<file path="config.mk">
export PLATFORM = sky130hd
export DESIGN_NAME = alu_issue_queue
export DESIGN_NICKNAME = d
export VERILOG_FILES = /design/src/rtl/alu_issue_queue.sv
export SDC_FILE = /design/constraint.sdc
export NUM_CORES = 1
export LEC_CHECK = 0
export ABC_AREA = 1
export BUFFER_PORTS_ARGS = -buffer_cell sky130_fd_sc_hd__buf_2
export CELL_PAD_IN_SITES_DETAIL_PLACEMENT = 2
export CELL_PAD_IN_SITES_GLOBAL_PLACEMENT = 2
export CORE_MARGIN = 8
export CORE_UTILIZATION = 39
export DETAILED_ROUTE_END_ITERATION = 16
export GPL_TIMING_DRIVEN = 0
export PLACE_DENSITY = 0.95
export SETUP_SLACK_MARGIN = 0.15
export SYNTH_ARGS = -nofsm -noshare
export SYNTH_HDL_FRONTEND = slang
export SYNTH_SLANG_ARGS = --single-unit
export TNS_END_PERCENT = 30
</file>
<file path="constraint.sdc">
create_clock -name clk -period 3.55 [get_ports clk]
set_clock_uncertainty 0.1 [all_clocks]
set_input_delay 0.71 -clock clk [delete_from_list [all_inputs] [get_ports clk]]
set_output_delay 0.71 -clock clk [all_outputs]
set_load 0.01 [all_outputs]
</file>
<file path="src/rtl/alu_issue_queue.sv">
// alu_issue_queue
//   In-order issue queue feeding an external combinational 4-bit ALU.
//   Ops enter through a valid/ready port and wait in a FIFO of DEPTH entries.
//   The head entry drives the ALU. The ALU result is captured into a
//   writeback register that has a valid/ready handshake.
//   Legal opcodes are 4'b0000 (add) and 4'b1111 (mul). Any other opcode
//   issues normally but writes back result 0 with wb_err set.
//
// Optional feature:
//   ALU_ISSUE_BYPASS_EN - when the queue is empty and writeback can accept,
//                         the incoming op drives the ALU directly and is
//                         written back the same cycle, skipping the FIFO.
//
// Ports:
//   clk, rst_n                   clock, asynchronous active-low reset
//   in_valid/in_ready            upstream op handshake
//   in_op, in_a, in_b, in_tag    op payload
//   alu_a, alu_b, alu_ctrl       operands and control to the combinational ALU
//   alu_result                   combinational ALU result
//   flush                        synchronous discard of all in-flight ops
//   wb_valid/wb_ready            writeback handshake
//   wb_result, wb_tag, wb_err    writeback payload
//   count                        queue occupancy (excludes the writeback register)
module alu_issue_queue #(
    parameter int unsigned DEPTH = 4,
    parameter int unsigned TAG_W = 3
) (
    input  logic                       clk,
    input  logic                       rst_n,
    input  logic                       in_valid,
    output logic                       in_ready,
    input  logic [3:0]                 in_op,
    input  logic [3:0]                 in_a,
    input  logic [3:0]                 in_b,
    input  logic [TAG_W-1:0]           in_tag,
    output logic [3:0]                 alu_a,
    output logic [3:0]                 alu_b,
    output logic [3:0]                 alu_ctrl,
    input  logic [3:0]                 alu_result,
    input  logic                       flush,
    output logic                       wb_valid,
    input  logic                       wb_ready,
    output logic [3:0]                 wb_result,
    output logic [TAG_W-1:0]           wb_tag,
    output logic                       wb_err,
    output logic [$clog2(DEPTH):0]     count
);

    localparam int unsigned PW = $clog2(DEPTH);
    localparam int unsigned CW = $clog2(DEPTH) + 1;
    localparam logic [3:0]  OP_ADD = 4'b0000;
    localparam logic [3:0]  OP_MUL = 4'b1111;

    typedef struct packed {
        logic [3:0]       op;
        logic [3:0]       a;
        logic [3:0]       b;
        logic [TAG_W-1:0] tag;
    } entry_t;

    // Payload storage carries no reset; occupancy is tracked by count.
    entry_t         mem [DEPTH];
    logic [PW-1:0]  wr_ptr;
    logic [PW-1:0]  rd_ptr;

    entry_t           head;
    entry_t           in_entry;
    logic             head_valid;
    logic             can_issue;
    logic             bypass;
    logic             issue_q;
    logic             issue;
    logic             enq;
    logic [3:0]       issue_op;
    logic [TAG_W-1:0] issue_tag;
    logic             issue_legal;

    logic [PW-1:0]    wr_ptr_next;
    logic [PW-1:0]    rd_ptr_next;
    logic [CW-1:0]    count_next;
    logic             in_ready_next;
    logic             wb_valid_next;
    logic [3:0]       wb_result_next;
    logic [TAG_W-1:0] wb_tag_next;
    logic             wb_err_next;

    // Issue decision, ALU drive and next-state computation.
    always_comb begin
        head        = mem[rd_ptr];
        in_entry    = '{op: in_op, a: in_a, b: in_b, tag: in_tag};
        head_valid  = (count != '0);
        can_issue   = !wb_valid || wb_ready;

`ifdef ALU_ISSUE_BYPASS_EN
        bypass = !head_valid && in_valid && can_issue;
`else
        bypass = 1'b0;
`endif

        issue_q = head_valid && can_issue;
        issue   = issue_q || bypass;
        enq     = in_valid && in_ready && !bypass;

        // ALU sees the head entry, the bypassed input, or zeros when idle.
        alu_a    = 4'b0000;
        alu_b    = 4'b0000;
        alu_ctrl = 4'b0000;
        if (head_valid) begin
            alu_a    = head.a;
            alu_b    = head.b;
            alu_ctrl = head.op;
        end
`ifdef ALU_ISSUE_BYPASS_EN
        else if (bypass) begin
            alu_a    = in_a;
            alu_b    = in_b;
            alu_ctrl = in_op;
        end
`endif

        issue_op    = bypass ? in_op  : head.op;
        issue_tag   = bypass ? in_tag : head.tag;
        issue_legal = (issue_op == OP_ADD) || (issue_op == OP_MUL);

        wr_ptr_next = wr_ptr;
        rd_ptr_next = rd_ptr;
        count_next  = count;
        if (flush) begin
            wr_ptr_next = '0;
            rd_ptr_next = '0;
            count_next  = '0;
        end else begin
            if (enq)     wr_ptr_next = wr_ptr + PW'(1);
            if (issue_q) rd_ptr_next = rd_ptr + PW'(1);
            count_next = count + CW'(enq) - CW'(issue_q);
        end
        in_ready_next = (count_next < CW'(DEPTH));

        wb_valid_next  = wb_valid;
        wb_result_next = wb_result;
        wb_tag_next    = wb_tag;
        wb_err_next    = wb_err;
        if (flush) begin
            wb_valid_next  = 1'b0;
            wb_result_next = 4'b0000;
            wb_tag_next    = '0;
            wb_err_next    = 1'b0;
        end else if (issue) begin
            wb_valid_next  = 1'b1;
            wb_result_next = issue_legal ? alu_result : 4'b0000;
            wb_tag_next    = issue_tag;
            wb_err_next    = !issue_legal;
        end else if (wb_valid && wb_ready) begin
            wb_valid_next  = 1'b0;
        end
    end

    // Control and writeback state.
    always_ff @(posedge clk or negedge rst_n) begin
        if (!rst_n) begin
            wr_ptr    <= '0;
            rd_ptr    <= '0;
            count     <= '0;
            in_ready  <= 1'b1;
            wb_valid  <= 1'b0;
            wb_result <= 4'b0000;
            wb_tag    <= '0;
            wb_err    <= 1'b0;
        end else begin
            wr_ptr    <= wr_ptr_next;
            rd_ptr    <= rd_ptr_next;
            count     <= count_next;
            in_ready  <= in_ready_next;
            wb_valid  <= wb_valid_next;
            wb_result <= wb_result_next;
            wb_tag    <= wb_tag_next;
            wb_err    <= wb_err_next;
        end
    end

    // Payload write; an op arriving together with flush is dropped.
    always_ff @(posedge clk) begin
        if (enq && !flush) begin
            mem[wr_ptr] <= in_entry;
        end
    end

endmodule

</file>
==> impl_metrics.csv <==
group,metric,value,unit
timing,worst_slew_pin_slew,1.00,ns
worst_setup_path,startpoint,"count[1]",
timing,hold_slack,0.169,ns
timing,tns,0,ns
pwr,p_total,2.93,mW
die,ios,49,
synthesis,synth_xor_area_share,0.534,%
timing,rsz0062_at_grt,"false",
finish,mostFrequentLayoutCells,"nand2_1 (72), edfxtp_1 (60), nor2_1 (55)",
finish,drive_above_1_share,20.8,%
finish,nets,400,
synthesis,seq_area_frac_synth,67.9,%
global_routing,met1_usage,21.3,%
pwr,p_switching,1.22,mW
worst_setup_path,reg2regPathDepth,5,
finish,area_delta_synth_final,17.5,%
worst_setup_path,arrival,2.01,ns
worst_setup_path,r2r-start,"in_ready",
finish,fillers,894,
global_routing,antenna_found_initial,0,
run,cap_viol_max_count,0,
worst_setup_path,crit_slowest_cell,"clkbuf_1",
clock_tree,htree_levels,3,
clock_tree,post_cts_buffers,0,
worst_hold_path,holdCritPathClass,"input port to asynchronous set/reset pin",
synthesis,synthSimpleGateAreaFrac,17.5,%
place,dpl.hpwl,6980,microns
synthesis,ys_warn_count,0,
clock_tree,postCtsResizedCells,0,
run_status,status,"finished clean",
finish,ff_latch_area,2230,sq um
route,drtPass1Iterations,4,
place,dp_cells,464,
finish,final_util,47.2,%
global_routing,grt_max_degree,18,
global_routing,grt_usage,18.7,%
global_routing,grt_pass1_vias,2935,
synthesis,muxShareOfSynthArea,0,%
pwr,internal_power,1.71,mW
worst_setup_path,path_cells,"nor2_1 > nand2_1 > inv_1 > clkbuf_1 > a21oi_1 > buf_2",
die,dieArea,11600,sq um
synthesis,synth_cells,309,
route,num_vias,2487,
global_routing,grt-ovfl-total,0,
global_routing,grt_pass1_wl,16300,microns
clock_tree,root_buffer,"clkbuf_8",
global_routing,use_met3,2.63,%
worst_setup_path,critical_path.max_fanout,10,
worst_setup_path,end_kind,"output pin",
route,wl_per_cell,21.0,microns
timing,fin_crit_sh,79.3,%
die,num_rows,33,
clock_tree,cts_inserted_buffers,9,
route,via_per_inst,5.18,
timing,period_needed,2.82,ns
finish,final_cell_count_no_fill,480,
die,start_util,40.1,%
route,drt-initial-drc-count,129,
pwr,powerDensity,759,nW/um^2
finish,layout_commonest_cell,"nand2_1",
place,gp_congestion,0.726,
synthesis,synth.distinct_cells,24,
pwr,vdd_drop_max,261,uV
timing,timing.fmax,355,MHz
pwr,power.share.switching,41.6,%
finish,multi_input_area,895,sq um
synthesis,synth_top_family_by_area,"simple AND/OR/NAND/NOR gates",
clock_tree,clk_pin_slew_worst_paths,0.09,ns
worst_setup_path,start_kind,"flop",
worst_setup_path,path_class,"flop to output pin",
synthesis,synth_compound_area_share,6.60,%
die,chipWidth,108,microns
timing,setup_viol,0,
synthesis,syn_avg_cell_area,10.6,sq um
synthesis,synth_fa_ha_area_share,2.52,%
worst_setup_path,reg2reg_to,"mem[3][9]",
global_routing,grt_util_met2,33.2,%
place,numPortBuffers,48,
pwr,power.share.clock,20.8,%
synthesis,synth-seq-cells,77,
die,core,8180,sq um
worst_setup_path,max_stage_delay,0.51,ns
timing,final_max_slew_viol_count,0,
die,die_y,108,microns
clock_tree,clock_latency,0.36,ns
route,route.detailed.drc,0,
worst_setup_path,endpoint,"alu_b[0]",
pwr,p_seq_share,39.2,%
synthesis,synth_fp_nets,339,
global_routing,grt-busiest-layer,"met2",
clock_tree,cts_hold_buf,0,
clock_tree,clk_path_buf_depth,2,
finish,diodes,0,
pwr,p_leak,1.68,nW
synthesis,synthesis.area,3280,sq um
clock_tree,cts_sinks,77,
pwr,power_frac_comb,40.0,%
timing,slew_headroom,32.8,%
route,ant_nets,0,
worst_setup_path,required,2.74,ns
worst_setup_path,rrSetupSlack,1.07,ns
route,wirelength,10100,microns
timing,hold_viol_final,0,
clock_tree,cts_tree,"done",
[kinds of logic after synthesis]
kind of cell | Yosys count
buffers and inverters | 37
xor gates and xnor gates | 2
adders and majority gates | 6
DFF | 77
and+or+nand+nor | 146
AOI/OAI and AO/OA | 41
[synth_stat cells (all sizes together)]
master	instances	share of area [%]
nand2	74	8.6
edfxtp	60	55
nor2	58	6.7
o21ai	28	4.3
inv	26	3.0
dfrtp	16	12
nand3	13	2.0
a21oi	10	1.5
buf	8	1.7
ha	5	1.9
o22a	3	0.80
clkbuf	2	0.23
clkinv	1	0.11
dfstp	1	0.80
fa	1	0.61
nor3	1	0.15
xnor2	1	0.27
xor2	1	0.27
[through the flow]
step	worst slack, ns	cell area, sq um
2_1_floorplan	1.38	3280
3_3_place_gp	0.711	3650
3_5_place_dp	0.824	3680
4_1_cts	0.688	3850
5_1_grt	0.524	3850
6_report	0.733	3850
[registers in the layout, indices dropped and copies added, names as in the netlist]
name	flops
count	3
in_ready	1
mem	60
rd_ptr	2
wb_err	1
wb_result	4
wb_tag	3
wb_valid	1
wr_ptr	2
[worst max-delay path: cells and delay by family, from the launching register on]
family          cells  cell delay [ns]
simple gates        2             0.25
compound gates      1             0.11
buf+inv             3             0.83
flops               1             0.45
[how the worst min path moves through the flow]
stage	from	to	slack, ns	depth (start not counted)
after global placement	wb_result[1]	wb_result[1]	0.37	2
after floorplan	rst_n	count[0]	0.31	0
after CTS	rst_n	wb_result[1]	0.17	1
after detailed placement	wb_result[1]	wb_result[1]	0.37	2
after global routing	rst_n	wb_err	0.19	1
final	rst_n	wb_result[1]	0.17	1
[layout make-up]
cell class,count,share of cell area (%)
clock inverters,7,1.30
multi-input cells,195,23.2
well taps,105,3.41
plain buffers,10,1.62
repair buffers,50,6.82
inverters,27,2.63
flip-flops and latches,77,57.8
clock buffers,9,3.21
[power groups by stage]
| stage | Combinational, mW | Clock (mW) | Sequential (mW) |
|---|---|---|---|
| finish | 1.17 | 0.609 | 1.15 |
| global route | 1.31 | 0.645 | 1.16 |
| CTS | 1.20 | 0.619 | 1.15 |
| detailed placement | 1.17 | 0 | 1.16 |
| global placement | 1.07 | 0 | 1.15 |
| floorplan | 0.684 | 0 | 1.17 |
[routing by layer]
layer  wire length (microns)  share of wire, %  up-vias
met3                     303               3.0       20
met1                    4170                41     1270
met2                    5360                53       55
li1                        -                 -     1142
met5                       0                 0        -
met4                     275               2.7        0
Power figures use the tool's default switching activity.
